## config.mk

```make
export PLATFORM = sky130hd
export DESIGN_NAME = div_issue_ctrl
export DESIGN_NICKNAME = d
export VERILOG_FILES = /design/src/rtl/div_issue_ctrl.sv
export SDC_FILE = /design/constraint.sdc
export NUM_CORES = 1
export LEC_CHECK = 0
export ABC_AREA = 1
export ABC_CLOCK_PERIOD_IN_PS = 7400
export CAP_MARGIN = 20
export CORE_MARGIN = 2
export CORE_UTILIZATION = 50
export CTS_CLUSTER_SIZE = 24
export DETAILED_ROUTE_END_ITERATION = 8
export PLACE_DENSITY = 0.82
export SYNTH_ARGS = -nofsm -noshare
export SYNTH_HDL_FRONTEND = slang
export SYNTH_SLANG_ARGS = --single-unit
```

## constraint.sdc

```tcl
create_clock -name i_clk -period 7.4 [get_ports i_clk]
set_clock_uncertainty 0.05 [all_clocks]
set_input_delay 1.48 -clock i_clk [delete_from_list [all_inputs] [get_ports i_clk]]
set_output_delay 1.48 -clock i_clk [all_outputs]
set_load 0.05 [all_outputs]
```

## src/rtl/div_issue_ctrl.sv

```systemverilog
// Execute-stage front end for DIV/DIVU/REM/REMU: resolves special cases locally,
// issues non-negative magnitudes to the shared iterative divider, fixes up sign and halving.
module div_issue_ctrl #(
  parameter int TAG_W = 5
) (
  input  logic             i_clk,
  input  logic             i_rst,
  input  logic             i_valid,
  output logic             o_ready,
  input  logic [1:0]       i_op,
  input  logic [31:0]      i_rs1,
  input  logic [31:0]      i_rs2,
  input  logic [TAG_W-1:0] i_tag,
  output logic             o_valid,
  input  logic             i_ready,
  output logic [31:0]      o_result,
  output logic [TAG_W-1:0] o_tag,
  output logic             o_div_valid,
  output logic [31:0]      o_div_a,
  output logic [31:0]      o_div_b,
  input  logic             i_div_valid,
  input  logic [31:0]      i_div_quotient,
  input  logic [31:0]      i_div_remainder
);

  typedef enum logic [2:0] {IDLE, FAST, ISSUE, GUARD, WAIT, FIX, DONE} state_t;

  localparam logic [31:0] INT_MIN = 32'h8000_0000;
  localparam logic [31:0] ALL_ONE = 32'hFFFF_FFFF;

  function automatic logic [31:0] magnitude(input logic signed [31:0] v, input logic sgn);
    return (sgn && v[31]) ? 32'(-v) : 32'(v);
  endfunction

  function automatic logic [31:0] cond_neg(input logic signed [31:0] v, input logic neg);
    return neg ? 32'(-v) : 32'(v);
  endfunction

  state_t state_q, state_d;

  logic             valid_q;
  logic [31:0]      result_q;
  logic [TAG_W-1:0] otag_q;
  logic [31:0]      div_a_q, div_b_q;

  logic [1:0]       op_q;
  logic [31:0]      rs1_q, rs2_q;
  logic [TAG_W-1:0] tag_q;
  logic [31:0]      abs_a_q, abs_b_q;
  logic             half_q, negq_q, negr_q;
  logic [31:0]      qq_q, rq_q;
  logic             bypass_q;

  logic             acc;
  logic             in_sgn, in_fast;
  logic [31:0]      in_abs_a, in_abs_b;

  logic             sgn_q, fast_ovf, fast_ge, fast_byp;
  logic [31:0]      fast_qv, fast_rv;

  logic [32:0]      fix_t;
  logic             fix_ge;
  logic [31:0]      fix_qu, fix_ru, fix_q, fix_r, fix_res;

  // Accept-time classification from the raw request
  always_comb begin
    acc      = i_valid && (state_q == IDLE);
    in_sgn   = ~i_op[0];
    in_abs_a = magnitude(i_rs1, in_sgn);
    in_abs_b = magnitude(i_rs2, in_sgn);
    in_fast  = (i_rs2 == 32'd0) ||
               (in_sgn && (i_rs1 == INT_MIN) && (i_rs2 == ALL_ONE)) ||
               in_abs_b[31];
  end

  // Fast-path quotient/remainder: a divisor magnitude >= 2^31 yields a quotient of 0 or 1
  always_comb begin
    sgn_q    = ~op_q[0];
    fast_ovf = sgn_q && (rs1_q == INT_MIN) && (rs2_q == ALL_ONE);
    fast_ge  = (abs_a_q >= abs_b_q);
    fast_byp = 1'b0;
    fast_qv  = {31'd0, fast_ge};
    fast_rv  = fast_ge ? (abs_a_q - abs_b_q) : abs_a_q;
    if (rs2_q == 32'd0) begin
      fast_byp = 1'b1;
      fast_qv  = ALL_ONE;
      fast_rv  = rs1_q;
    end else if (fast_ovf) begin
      fast_byp = 1'b1;
      fast_qv  = INT_MIN;
      fast_rv  = 32'd0;
    end
  end

  // Undo the pre-issue halving with one restoring step, then apply truncating signs
  always_comb begin
    fix_t  = {rq_q, abs_a_q[0]};
    fix_ge = (fix_t >= {1'b0, abs_b_q});
    fix_qu = qq_q;
    fix_ru = rq_q;
    if (half_q) begin
      fix_qu = {qq_q[30:0], fix_ge};
      fix_ru = fix_ge ? (fix_t[31:0] - abs_b_q) : fix_t[31:0];
    end
    fix_q   = bypass_q ? qq_q : cond_neg(fix_qu, negq_q);
    fix_r   = bypass_q ? rq_q : cond_neg(fix_ru, negr_q);
    fix_res = op_q[1] ? fix_r : fix_q;
  end

  always_comb begin
    state_d = state_q;
    case (state_q)
      IDLE:    if (i_valid) state_d = in_fast ? FAST : ISSUE;
      FAST:    state_d = FIX;
      ISSUE:   state_d = GUARD;
      GUARD:   state_d = WAIT;
      WAIT:    if (i_div_valid) state_d = FIX;
      FIX:     state_d = DONE;
      DONE:    if (i_ready) state_d = IDLE;
      default: state_d = IDLE;
    endcase
  end

  always_ff @(posedge i_clk or posedge i_rst) begin
    if (i_rst) begin
      state_q  <= IDLE;
      valid_q  <= 1'b0;
      result_q <= 32'd0;
      otag_q   <= '0;
      div_a_q  <= 32'd0;
      div_b_q  <= 32'd0;
    end else begin
      state_q <= state_d;
      if (acc && !in_fast) begin
        div_a_q <= in_abs_a[31] ? (in_abs_a >> 1) : in_abs_a;
        div_b_q <= in_abs_b;
      end
      if (state_q == FIX) begin
        valid_q  <= 1'b1;
        result_q <= fix_res;
        otag_q   <= tag_q;
      end else if ((state_q == DONE) && i_ready) begin
        valid_q <= 1'b0;
      end
    end
  end

  // Operand and intermediate datapath registers; qualified by state, no reset needed
  always_ff @(posedge i_clk) begin
    if (acc) begin
      op_q    <= i_op;
      rs1_q   <= i_rs1;
      rs2_q   <= i_rs2;
      tag_q   <= i_tag;
      abs_a_q <= in_abs_a;
      abs_b_q <= in_abs_b;
      half_q  <= in_abs_a[31] & ~in_fast;
      negq_q  <= in_sgn & (i_rs1[31] ^ i_rs2[31]);
      negr_q  <= in_sgn & i_rs1[31];
    end
    if (state_q == FAST) begin
      qq_q     <= fast_qv;
      rq_q     <= fast_rv;
      bypass_q <= fast_byp;
    end else if ((state_q == WAIT) && i_div_valid) begin
      qq_q     <= i_div_quotient;
      rq_q     <= i_div_remainder;
      bypass_q <= 1'b0;
    end
  end

  assign o_ready     = (state_q == IDLE);
  assign o_valid     = valid_q;
  assign o_result    = result_q;
  assign o_tag       = otag_q;
  assign o_div_valid = (state_q == ISSUE);
  assign o_div_a     = div_a_q;
  assign o_div_b     = div_b_q;

endmodule

```

==> metrics <==
run status complete, no violations; Hold Path Class flop to flop; Synth Warn # 0; vias 21990; pwr/cell area 380.4 nW/um2; internal power just over 5 mW; Vias/cell around 5.7; DRC Markers 0; Critical-path top delay cell nor2_4; vias in the first global route 20620; Port Buf Inserts 242; synthesized area roughly 22000 um2; Setup WS pre-CTS 2.152 ns; max-slew violations 0; post-synthesis net count roughly 3300; DR pass1 iterations 9; CTS Buf Count 35; I/O pins 244; Crit path required time between 7 and 8 ns; final non-filler cell total a little under 4000; fin nets 3474; dominant cell type by area after synthesis edfxtp_1; CP arrival around 5.6 ns; Post-synth EDFFs 201; number of distinct library cells after synthesis 58; fin crit share 0.6991; Psw roughly 4.8 mW; hold buffer count at CTS 0; Wirelength per Cell 19.13 um; footprint of the multi-input gates ~11000 um2; Worst Max-Slew Pin Slew ~1.1 ns; Yosys top cell area share 0.2729; Syn Inst Count just over 3000; sequential area share after synthesis 0.3905; area grow syn2layout 17.65%; DR iter-0 viols roughly 2700; crit path time final 5.173 ns; CTS tree done; number of diodes 0; placed insts about 3800; Synth area leaders edfxtp_1 (27%), nand2_1 (16%), dfrtp_1 (12%); Storage cell area around 8600 um2; Gate power share 0.551; Mapped Avg Cell Area around 7.2 um2; H-tree levels 2; clk slew on worst S/H paths ~0.070 ns; GRT Resource Usage Total 0.3189; clk_lat worst skew 0.55 ns; Clock Power Share 0.168; area of the core ~44000 um2; CP Class flop to flop; CTS resizes 0; FMAX 0.1933 GHz; postcts setup bufs 0; Static Leak 11.86 nW; Initial Util 0.5035; CTS sink cnt ~300; filler cell count ~3900; final WL ~74 mm; Max-cap violations 0; PnR worst setup slack 2.227 ns; Worst path max stage delay ~0.59 ns; power share of the sequential group 0.280; ys async rst share 0.3410; die area about 46000 um2; Fin Setup TNS 0 ns; register bit total from synthesis roughly 300; post-DP HPWL approximately 57 mm; CTS Buffer Depth 3; setup violators final 0; Routability Congestion around 1.1; Post-synth top flop edfxtp_1; RSZ-0062 raised after global routing no; Peak VDD IR around 0.00028 V; Worst slew margin 0.2836; initial antenna violation count 2; Die X approximately 210 um; Crit Path Max Fanout 34; row count 77; Die Span Y ~210 um; cell mode on critical path nand2_1; clk root buf clkbuf_16; crit path launch type flop; ANT nets after route 0; layout cell share with drive strength beyond 1 0.06719; Hold Violations, Final 0; largest net degree at the start of global routing 131; Sw Share 0.4889; crit end category flop; FF-to-FF setup slack 2.23 ns; first-pass GRT wire length 115.9 mm; GRT Residual Overflow 0
-- worst max-delay path, delay by kind of cell (launching register included) --
family	cells	cell delay, ns
buf+inv	6	0.48
flops	1	0.36
simple gates	17	3.09
compound gates	5	0.64
fa+ha+maj	2	0.46
-- sequential cells by signal, summed over array words and instances (netlist names), 3 cells and up --
register  count
abs_a_q      31
abs_b_q      31
o_div_a      31
o_div_b      32
o_result     32
o_tag         5
qq_q         32
rq_q         32
rs1_q        32
rs2_q        32
state_q       3
tag_q         5
-- power by group through the flow --
stage | logic, mW | clock network [mW] | registers [mW]
after detailed placement | 5.34 | 0 | 2.79
after floorplan | 2.85 | 0 | 3.63
after CTS | 5.37 | 1.66 | 2.76
after global routing | 5.89 | 1.73 | 2.83
final | 5.46 | 1.66 | 2.78
after global placement | 5.31 | 0 | 2.78
-- metrics by stage --
step,utilization,instance area (um2),total power [mW],hold WS [ns]
global route,0.5924,26030,10.44,0.4121
detailed placement,0.5681,24960,8.124,0.3860
finish,0.5924,26030,9.900,0.4023
CTS,0.5924,26030,9.799,0.3989
floorplan,-,22120,6.478,0.3764
global placement,0.5681,24960,8.087,0.3788
-- worst paths after layout --
check,start,to,cells past startpoint
max in group asynchronous,i_rst,o_result[11],3
min in group asynchronous,i_rst,o_div_b[5],2
min reg2reg,tag_q[0],o_tag[0],2
max,abs_b_q[24],o_result[28],30
min,tag_q[0],o_tag[0],2
max reg2reg,abs_b_q[24],o_result[28],30
-- cell families after synthesis --
logic type,synth area share
AOI/OAI and AO/OA,0.1166
xor gates and xnor gates,0.04355
adders and majority gates,0.04027
buffers and inverters,0.09202
DFF,0.3905
other,0.0001695
and+or+nand+nor,0.3169
-- cells in the final DEF (no fill, tap or decap), types with 6 or more instances in the layout --
cell type          n
a21boi_1          12
a21o_1             6
a21oi_1          163
a21oi_2            7
a2bb2oi_1          7
a31oi_1           30
buf_4             21
clkbuf_1           8
clkbuf_16         37
clkdlybuf4s50_1  242
clkinv_1           7
clkinv_2           8
dfrtp_1          104
edfxtp_1         201
ha_1              68
inv_1            373
inv_2             23
nand2_1          952
nand2_2           30
nand3_1          191
nand3_2            8
nand4_1           37
nor2_1           280
nor2_2            16
nor2_4            10
nor3_1            34
nor3_2             9
nor4_1            21
o211ai_1          31
o21a_1             7
o21ai_0          119
o21ai_1           20
o21bai_1          11
o221ai_1           8
or2_2             30
xnor2_1           48
xor2_1            62
-- area by class of cell --
cell class | count | area share
clock buffers | 46 | 0.03726
clock inverters | 16 | 0.003750
inverters | 400 | 0.05779
multi-input cells | 2258 | 0.4409
flip-flops and latches | 305 | 0.3319
well taps | 592 | 0.02846
repair buffers | 264 | 0.09990
-- synth_stat cells, types with 3 or more instances --
master and count:
xor2_1 62, clkinv_1 4, o21bai_1 11, nor2_2 14, nor2_1 284, edfxtp_1 201, nand3b_1 5, buf_4 9
buf_1 5, ha_1 68, a31oi_1 30, a2bb2oi_1 7, nor3_1 35, nand2_4 5, a21o_1 6, buf_6 8
o21ai_0 119, clkbuf_1 58, or2_2 30, o21a_1 7, o221ai_1 8, inv_1 374, nand4_1 37, o21ai_2 3
nand3_2 8, xnor2_1 48, o211ai_1 31, a22oi_1 3, o21ai_1 20, nor3_2 8, a21boi_1 12, and2_1 4
nor2_4 8, nor4_1 21, nand3_1 191, inv_2 22, nand2_2 29, a21oi_2 7, dfrtp_1 104, nand2_1 953
a21oi_1 163, buf_2 25, o31ai_1 3
-- routing by layer --
| layer | up-vias | track usage | part of all wire |
|---|---|---|---|
| met3 | 237 | 0.05546 | 0.11 |
| met1 | 9974 | 0.4318 | 0.40 |
| met2 | 1410 | 0.5005 | 0.44 |
| met5 | - | 0 | 0.00026 |
| met4 | 2 | 0.1468 | 0.052 |
| li1 | 10370 | - | - |
No activity file was read; power rests on OpenSTA's default activity.
